--- config.mk ---
export PLATFORM = sky130hd
export DESIGN_NAME = sum_ascii_tx
export DESIGN_NICKNAME = d
export VERILOG_FILES = /design/src/rtl/sum_ascii_tx.sv
export SDC_FILE = /design/constraint.sdc
export NUM_CORES = 1
export LEC_CHECK = 0
export CAP_MARGIN = 10
export CORE_UTILIZATION = 55
export DETAILED_ROUTE_END_ITERATION = 7
export GPL_ROUTABILITY_DRIVEN = 0
export HOLD_SLACK_MARGIN = 0.06
export PLACE_DENSITY = 0.93
export SLEW_MARGIN = 20
export SYNTH_ARGS = -nofsm -noshare
export SYNTH_HDL_FRONTEND = slang
export SYNTH_SLANG_ARGS = --single-unit
--- constraint.sdc ---
create_clock -name clk -period 4 [get_ports clk]
set_clock_uncertainty 0.2 [all_clocks]
set_input_delay 0.8 -clock clk [delete_from_list [all_inputs] [get_ports clk]]
set_output_delay 0.8 -clock clk [all_outputs]
set_load 0.02 [all_outputs]
--- src/rtl/sum_ascii_tx.sv ---
// Converts a captured add/subtract result to ASCII: [sign] tens ones EOL on a valid/ready stream.
// Optional build macro LEADING_ZERO_SUPPRESS_EN drops the tens digit when it is zero.
module sum_ascii_tx #(
  parameter int          DATA_W   = 5,
  parameter logic [7:0]  EOL_CHAR = 8'h0A
) (
  input  logic              clk,
  input  logic              rst,
  input  logic              in_valid,
  output logic              in_ready,
  input  logic [DATA_W-1:0] in_s,
  input  logic              in_c5,
  input  logic              in_e,
  input  logic              in_signed,
  output logic              tx_valid,
  input  logic              tx_ready,
  output logic [7:0]        tx_data,
  output logic              busy
);

  localparam int VW = DATA_W + 1;

  typedef enum logic [2:0] {
    S_IDLE = 3'd0,
    S_CONV = 3'd1,
    S_SIGN = 3'd2,
    S_TENS = 3'd3,
    S_ONES = 3'd4,
    S_EOL  = 3'd5
  } state_e;

  state_e          state_q, state_d;
  logic [VW-1:0]   rem_q, rem_d;
  logic [2:0]      tens_q, tens_d;
  logic            neg_q, neg_d;
  logic            signed_q, signed_d;
  logic            tx_valid_q, tx_valid_d;
  logic [7:0]      tx_data_q, tx_data_d;
  logic            in_ready_q, in_ready_d;
  logic            busy_q, busy_d;

  logic [VW-1:0]   value_s;
  logic [VW-1:0]   mag_s;
  logic            skip_tens_s;
  logic            tx_fire_s;

  function automatic logic [7:0] ascii_digit(input logic [3:0] d);
    return 8'h30 + {4'h0, d};
  endfunction

  // Capture-side value formation: overflowed signed results use the carry as the true sign bit.
  always_comb begin
    if (in_signed && !in_e) begin
      value_s = {in_s[DATA_W-1], in_s};
    end else begin
      value_s = {in_c5, in_s};
    end
    if (in_signed && value_s[VW-1]) begin
      mag_s = -value_s;
    end else begin
      mag_s = value_s;
    end
  end

  // Tens-digit skip decision for the optional suppression build.
  always_comb begin
`ifdef LEADING_ZERO_SUPPRESS_EN
    skip_tens_s = (tens_q == 3'd0);
`else
    skip_tens_s = 1'b0;
`endif
  end

  // Next-state, conversion step and registered output byte selection.
  always_comb begin
    state_d    = state_q;
    rem_d      = rem_q;
    tens_d     = tens_q;
    neg_d      = neg_q;
    signed_d   = signed_q;
    tx_valid_d = tx_valid_q;
    tx_data_d  = tx_data_q;
    tx_fire_s  = tx_valid_q & tx_ready;

    case (state_q)
      S_IDLE: begin
        if (in_valid && in_ready_q) begin
          state_d  = S_CONV;
          rem_d    = mag_s;
          tens_d   = 3'd0;
          neg_d    = in_signed & value_s[VW-1];
          signed_d = in_signed;
        end else begin
          state_d = S_IDLE;
        end
      end
      S_CONV: begin
        if (rem_q >= VW'(10)) begin
          rem_d  = rem_q - VW'(10);
          tens_d = tens_q + 3'd1;
        end else if (signed_q) begin
          state_d    = S_SIGN;
          tx_valid_d = 1'b1;
          tx_data_d  = neg_q ? 8'h2D : 8'h2B;
        end else if (skip_tens_s) begin
          state_d    = S_ONES;
          tx_valid_d = 1'b1;
          tx_data_d  = ascii_digit(rem_q[3:0]);
        end else begin
          state_d    = S_TENS;
          tx_valid_d = 1'b1;
          tx_data_d  = ascii_digit({1'b0, tens_q});
        end
      end
      S_SIGN: begin
        if (tx_fire_s && skip_tens_s) begin
          state_d   = S_ONES;
          tx_data_d = ascii_digit(rem_q[3:0]);
        end else if (tx_fire_s) begin
          state_d   = S_TENS;
          tx_data_d = ascii_digit({1'b0, tens_q});
        end else begin
          state_d = S_SIGN;
        end
      end
      S_TENS: begin
        if (tx_fire_s) begin
          state_d   = S_ONES;
          tx_data_d = ascii_digit(rem_q[3:0]);
        end else begin
          state_d = S_TENS;
        end
      end
      S_ONES: begin
        if (tx_fire_s) begin
          state_d   = S_EOL;
          tx_data_d = EOL_CHAR;
        end else begin
          state_d = S_ONES;
        end
      end
      S_EOL: begin
        if (tx_fire_s) begin
          state_d    = S_IDLE;
          tx_valid_d = 1'b0;
          tx_data_d  = 8'h00;
        end else begin
          state_d = S_EOL;
        end
      end
      default: begin
        state_d    = S_IDLE;
        tx_valid_d = 1'b0;
        tx_data_d  = 8'h00;
      end
    endcase

    in_ready_d = (state_d == S_IDLE);
    busy_d     = (state_d != S_IDLE);
  end

  // State and output registers.
  always_ff @(posedge clk or posedge rst) begin
    if (rst) begin
      state_q    <= S_IDLE;
      rem_q      <= '0;
      tens_q     <= 3'd0;
      neg_q      <= 1'b0;
      signed_q   <= 1'b0;
      tx_valid_q <= 1'b0;
      tx_data_q  <= 8'h00;
      in_ready_q <= 1'b1;
      busy_q     <= 1'b0;
    end else begin
      state_q    <= state_d;
      rem_q      <= rem_d;
      tens_q     <= tens_d;
      neg_q      <= neg_d;
      signed_q   <= signed_d;
      tx_valid_q <= tx_valid_d;
      tx_data_q  <= tx_data_d;
      in_ready_q <= in_ready_d;
      busy_q     <= busy_d;
    end
  end

  assign in_ready = in_ready_q;
  assign busy     = busy_q;
  assign tx_valid = tx_valid_q;
  assign tx_data  = tx_data_q;

endmodule

==> impl_results.md <==
* Status: complete, no violations
* Maximum vdd drop at 0.447 mV
* Clock Path Buffers at 2
* Post-route setup TNS at 0 ns
* Crit path cell chain: clkdlybuf4s50_1
* Overflow left after global routing at 0
* Die width at 54.5 µm
* Clk slew on worst S/H paths at 0.14 ns
* H-tree depth at 1
* Area taken by multi-input logic gates at 850 µm²
* RSZ-0062 raised after global routing: no
* I/O Pins at 23
* Synthesized flop and latch total at 23
* FMAX at 407 MHz
* CTS root buffer: clkbuf_4
* DRT Pass-1 Iters at 4
* CP max FO at 2
* Met3 Usage GRT at 3.61%
* Post-route cell area at 1740 µm²
* CTS sink count at 23
* Sequential cell fraction of total power at 36.2%
* Min Hold Slack at 0.301 ns
* Initial antenna violation count at 0
* Die area at 2970 µm²
* Per-cell routed wire length at 14.7 µm
* DPL Wire Length at 2280 µm
* Ys flop type: dfrtp_1
* Global-route wire length before repair at 5090 µm
* Share of cells above drive strength 1 at 9.68%
* Internal power at 768 µW
* Post-Syn Instances at 170
* Fill cells at 222
* DR iter-0 viols at 15
* Post-Route WL at 3180 µm
* CP delay by family, top: buffers and inverters
* IO Port Bufs at 20
* Cts hold-fix bufs at 0
* Most common cell after layout, fill and taps aside: nand2_1
* CP max stage delay at 0.59 ns
* Critical Path RT at 3.00 ns
* EDFF count, synth at 0
* Area grow syn2layout at 14.5%
* Setup crit start kind: register
* Synth area leader: dfrtp_1
* Worst Path Class, Setup: register to primary output
* Ant diodes at 0
* Maxcap violations at 0
* Tightest Hold Check Type: register to register
* Setup violators final at 0
* Clock buffer count from CTS at 3
* Clock network fraction of total power at 7.9%
* Synth warn at 0
* Share of the synthesized area in the top cell type at 36.3%
* Vias in the first global route at 1229
* Core Region at 2540 µm²
* Drt via density at 6.13
* Height of the die at 54.5 µm
* CTS tree: built
* Commonest non-fill, non-tap cells in the layout: nand2_1, dfrtp_1, clkdlybuf4s50_1
* Asr flop ratio synth at 100%
* Largest net degree at the start of global routing at 27
* Sw Pwr at 636 µW
* Sequential cell area at 577 µm²
* Layout Utilization at 68.2%
* Slowest-stage cell, CP: clkdlybuf4s50_1
* Post-Syn Area at 1520 µm²
* Sequential area share after synthesis at 38.0%
* Clock period minus worst slack at 2.46 ns
* CTS resizes at 0
* Nets at 202
* Placed cell area at 1710 µm²
* Residual DRC at 0
* GR peak layer: met2
* Worst-margin pin slew at 0.889 ns
* Via count at 1323
* Std-Cell Rows at 18
* Leak at 0.752 nW
* Final Hold Viols at 0
* Synthesized area per cell at 8.92 µm²
* Crit path buffers/inverters at 1
* Clock Latency Late Sink at 0.31 ns
* Distinct cells, synth at 54
* Worst Setup End Kind: primary output
* Logic pwr share at 55.9%
* Starting density of the core at 59.6%
* Total track usage at 23.9%
* GR Util met2 at 42.7%
* Fin crit share at 61.5%
* Post-CTS Setup Repair Bufs at 0
* M1 GR Usage at 28.3%
* Antenna Nets Post-Route at 0
* Worst Path Arrival at 1.46 ns
* Max-slew headroom at 40.7%
* Sw Share at 45.3%
* Pins Over Slew Limit at 0
* Cell Pwr Density at 809 nW/µm²
* Top post-synthesis cells by area: dfrtp_1, nand2_1, a21oi_1
==> cell families (layout without fill, tap and decap cells) <==
group / count (synthesis) / in the layout / share of synthesized area (%)
AO/OA/AOI/OAI: 51 / 51 / 24.7
other: 1 / 2 / 0.247
adder cells (fa/ha/maj): 3 / 3 / 2.48
buffers and inverters: 20 / 35 / 6.19
XOR/XNOR: 2 / 2 / 1.16
AND/OR/NAND/NOR: 64 / 64 / 22.9
multiplexers: 6 / 6 / 4.29
flip-flops: 23 / 23 / 38.0
==> sequential cells by signal, summed over array words and instances, names as in the netlist <==
name      count
busy          1
in_ready      1
neg_q         1
rem_q         6
signed_q      1
state_q       3
tens_q        3
tx_data       6
tx_valid      1
==> stage by stage <==
stage / std cells / total power, mW / setup slack (ns)
3_3_place_gp: 212 / 1.25 / 1.37
6_report: 216 / 1.40 / 1.54
5_1_grt: 216 / 1.52 / 1.51
2_1_floorplan: 171 / 1.09 / 1.89
3_5_place_dp: 212 / 1.29 / 1.29
4_1_cts: 216 / 1.40 / 1.54
==> final timing paths <==
check	startpoint	end	slack [ns]	depth (start not counted)
worst max-delay path	in_ready	in_ready	1.54	1
worst min-delay path	tx_data[5]	tx_data[5]	0.30	1
worst max register to register	state_q[1]	rem_q[4]	1.88	5
worst min register to register	tx_data[5]	tx_data[5]	0.30	1
max in group asynchronous	rst	tx_data[1]	2.29	2
min in group asynchronous	rst	tx_data[4]	0.76	2
==> Yosys cell counts, types with 3 or more instances <==
master / n
a21oi_1: 9
buf_4: 3
inv_1: 10
o21ai_1: 6
buf_2: 6
a22o_1: 4
nand2_1: 24
nor2_1: 5
nand3_1: 4
nor2b_1: 6
nand2b_1: 3
nand3b_1: 4
dfrtp_1: 22
o21ai_0: 6
nor3b_1: 3
a31oi_1: 3
ha_1: 3
==> final cells by class <==
cell class / count / share of cell area, %
Inverter: 10 / 2.16
Multi-Input combinational cell: 128 / 48.9
Clock inverter: 1 / 0.288
Clock buffer: 3 / 1.30
Tap cell: 30 / 2.16
Sequential cell: 23 / 33.2
Timing Repair Buffer: 21 / 12.0
==> power by group through the flow <==
stage | Combinational (mW) | Sequential (mW) | Clock [mW]
3_3_place_gp | 0.744 | 0.503 | 0
3_5_place_dp | 0.775 | 0.512 | 0
2_1_floorplan | 0.610 | 0.475 | 0
4_1_cts | 0.782 | 0.505 | 0.113
5_1_grt | 0.871 | 0.528 | 0.122
6_report | 0.785 | 0.509 | 0.111
==> routing by layer <==
layer  up-vias  wire, µm
met1       629      1400
met4         0        39
met5         -         0
met3         6       122
met2        44      1620
li1        644         -
Note: power is estimated with default switching activity, not from simulation.
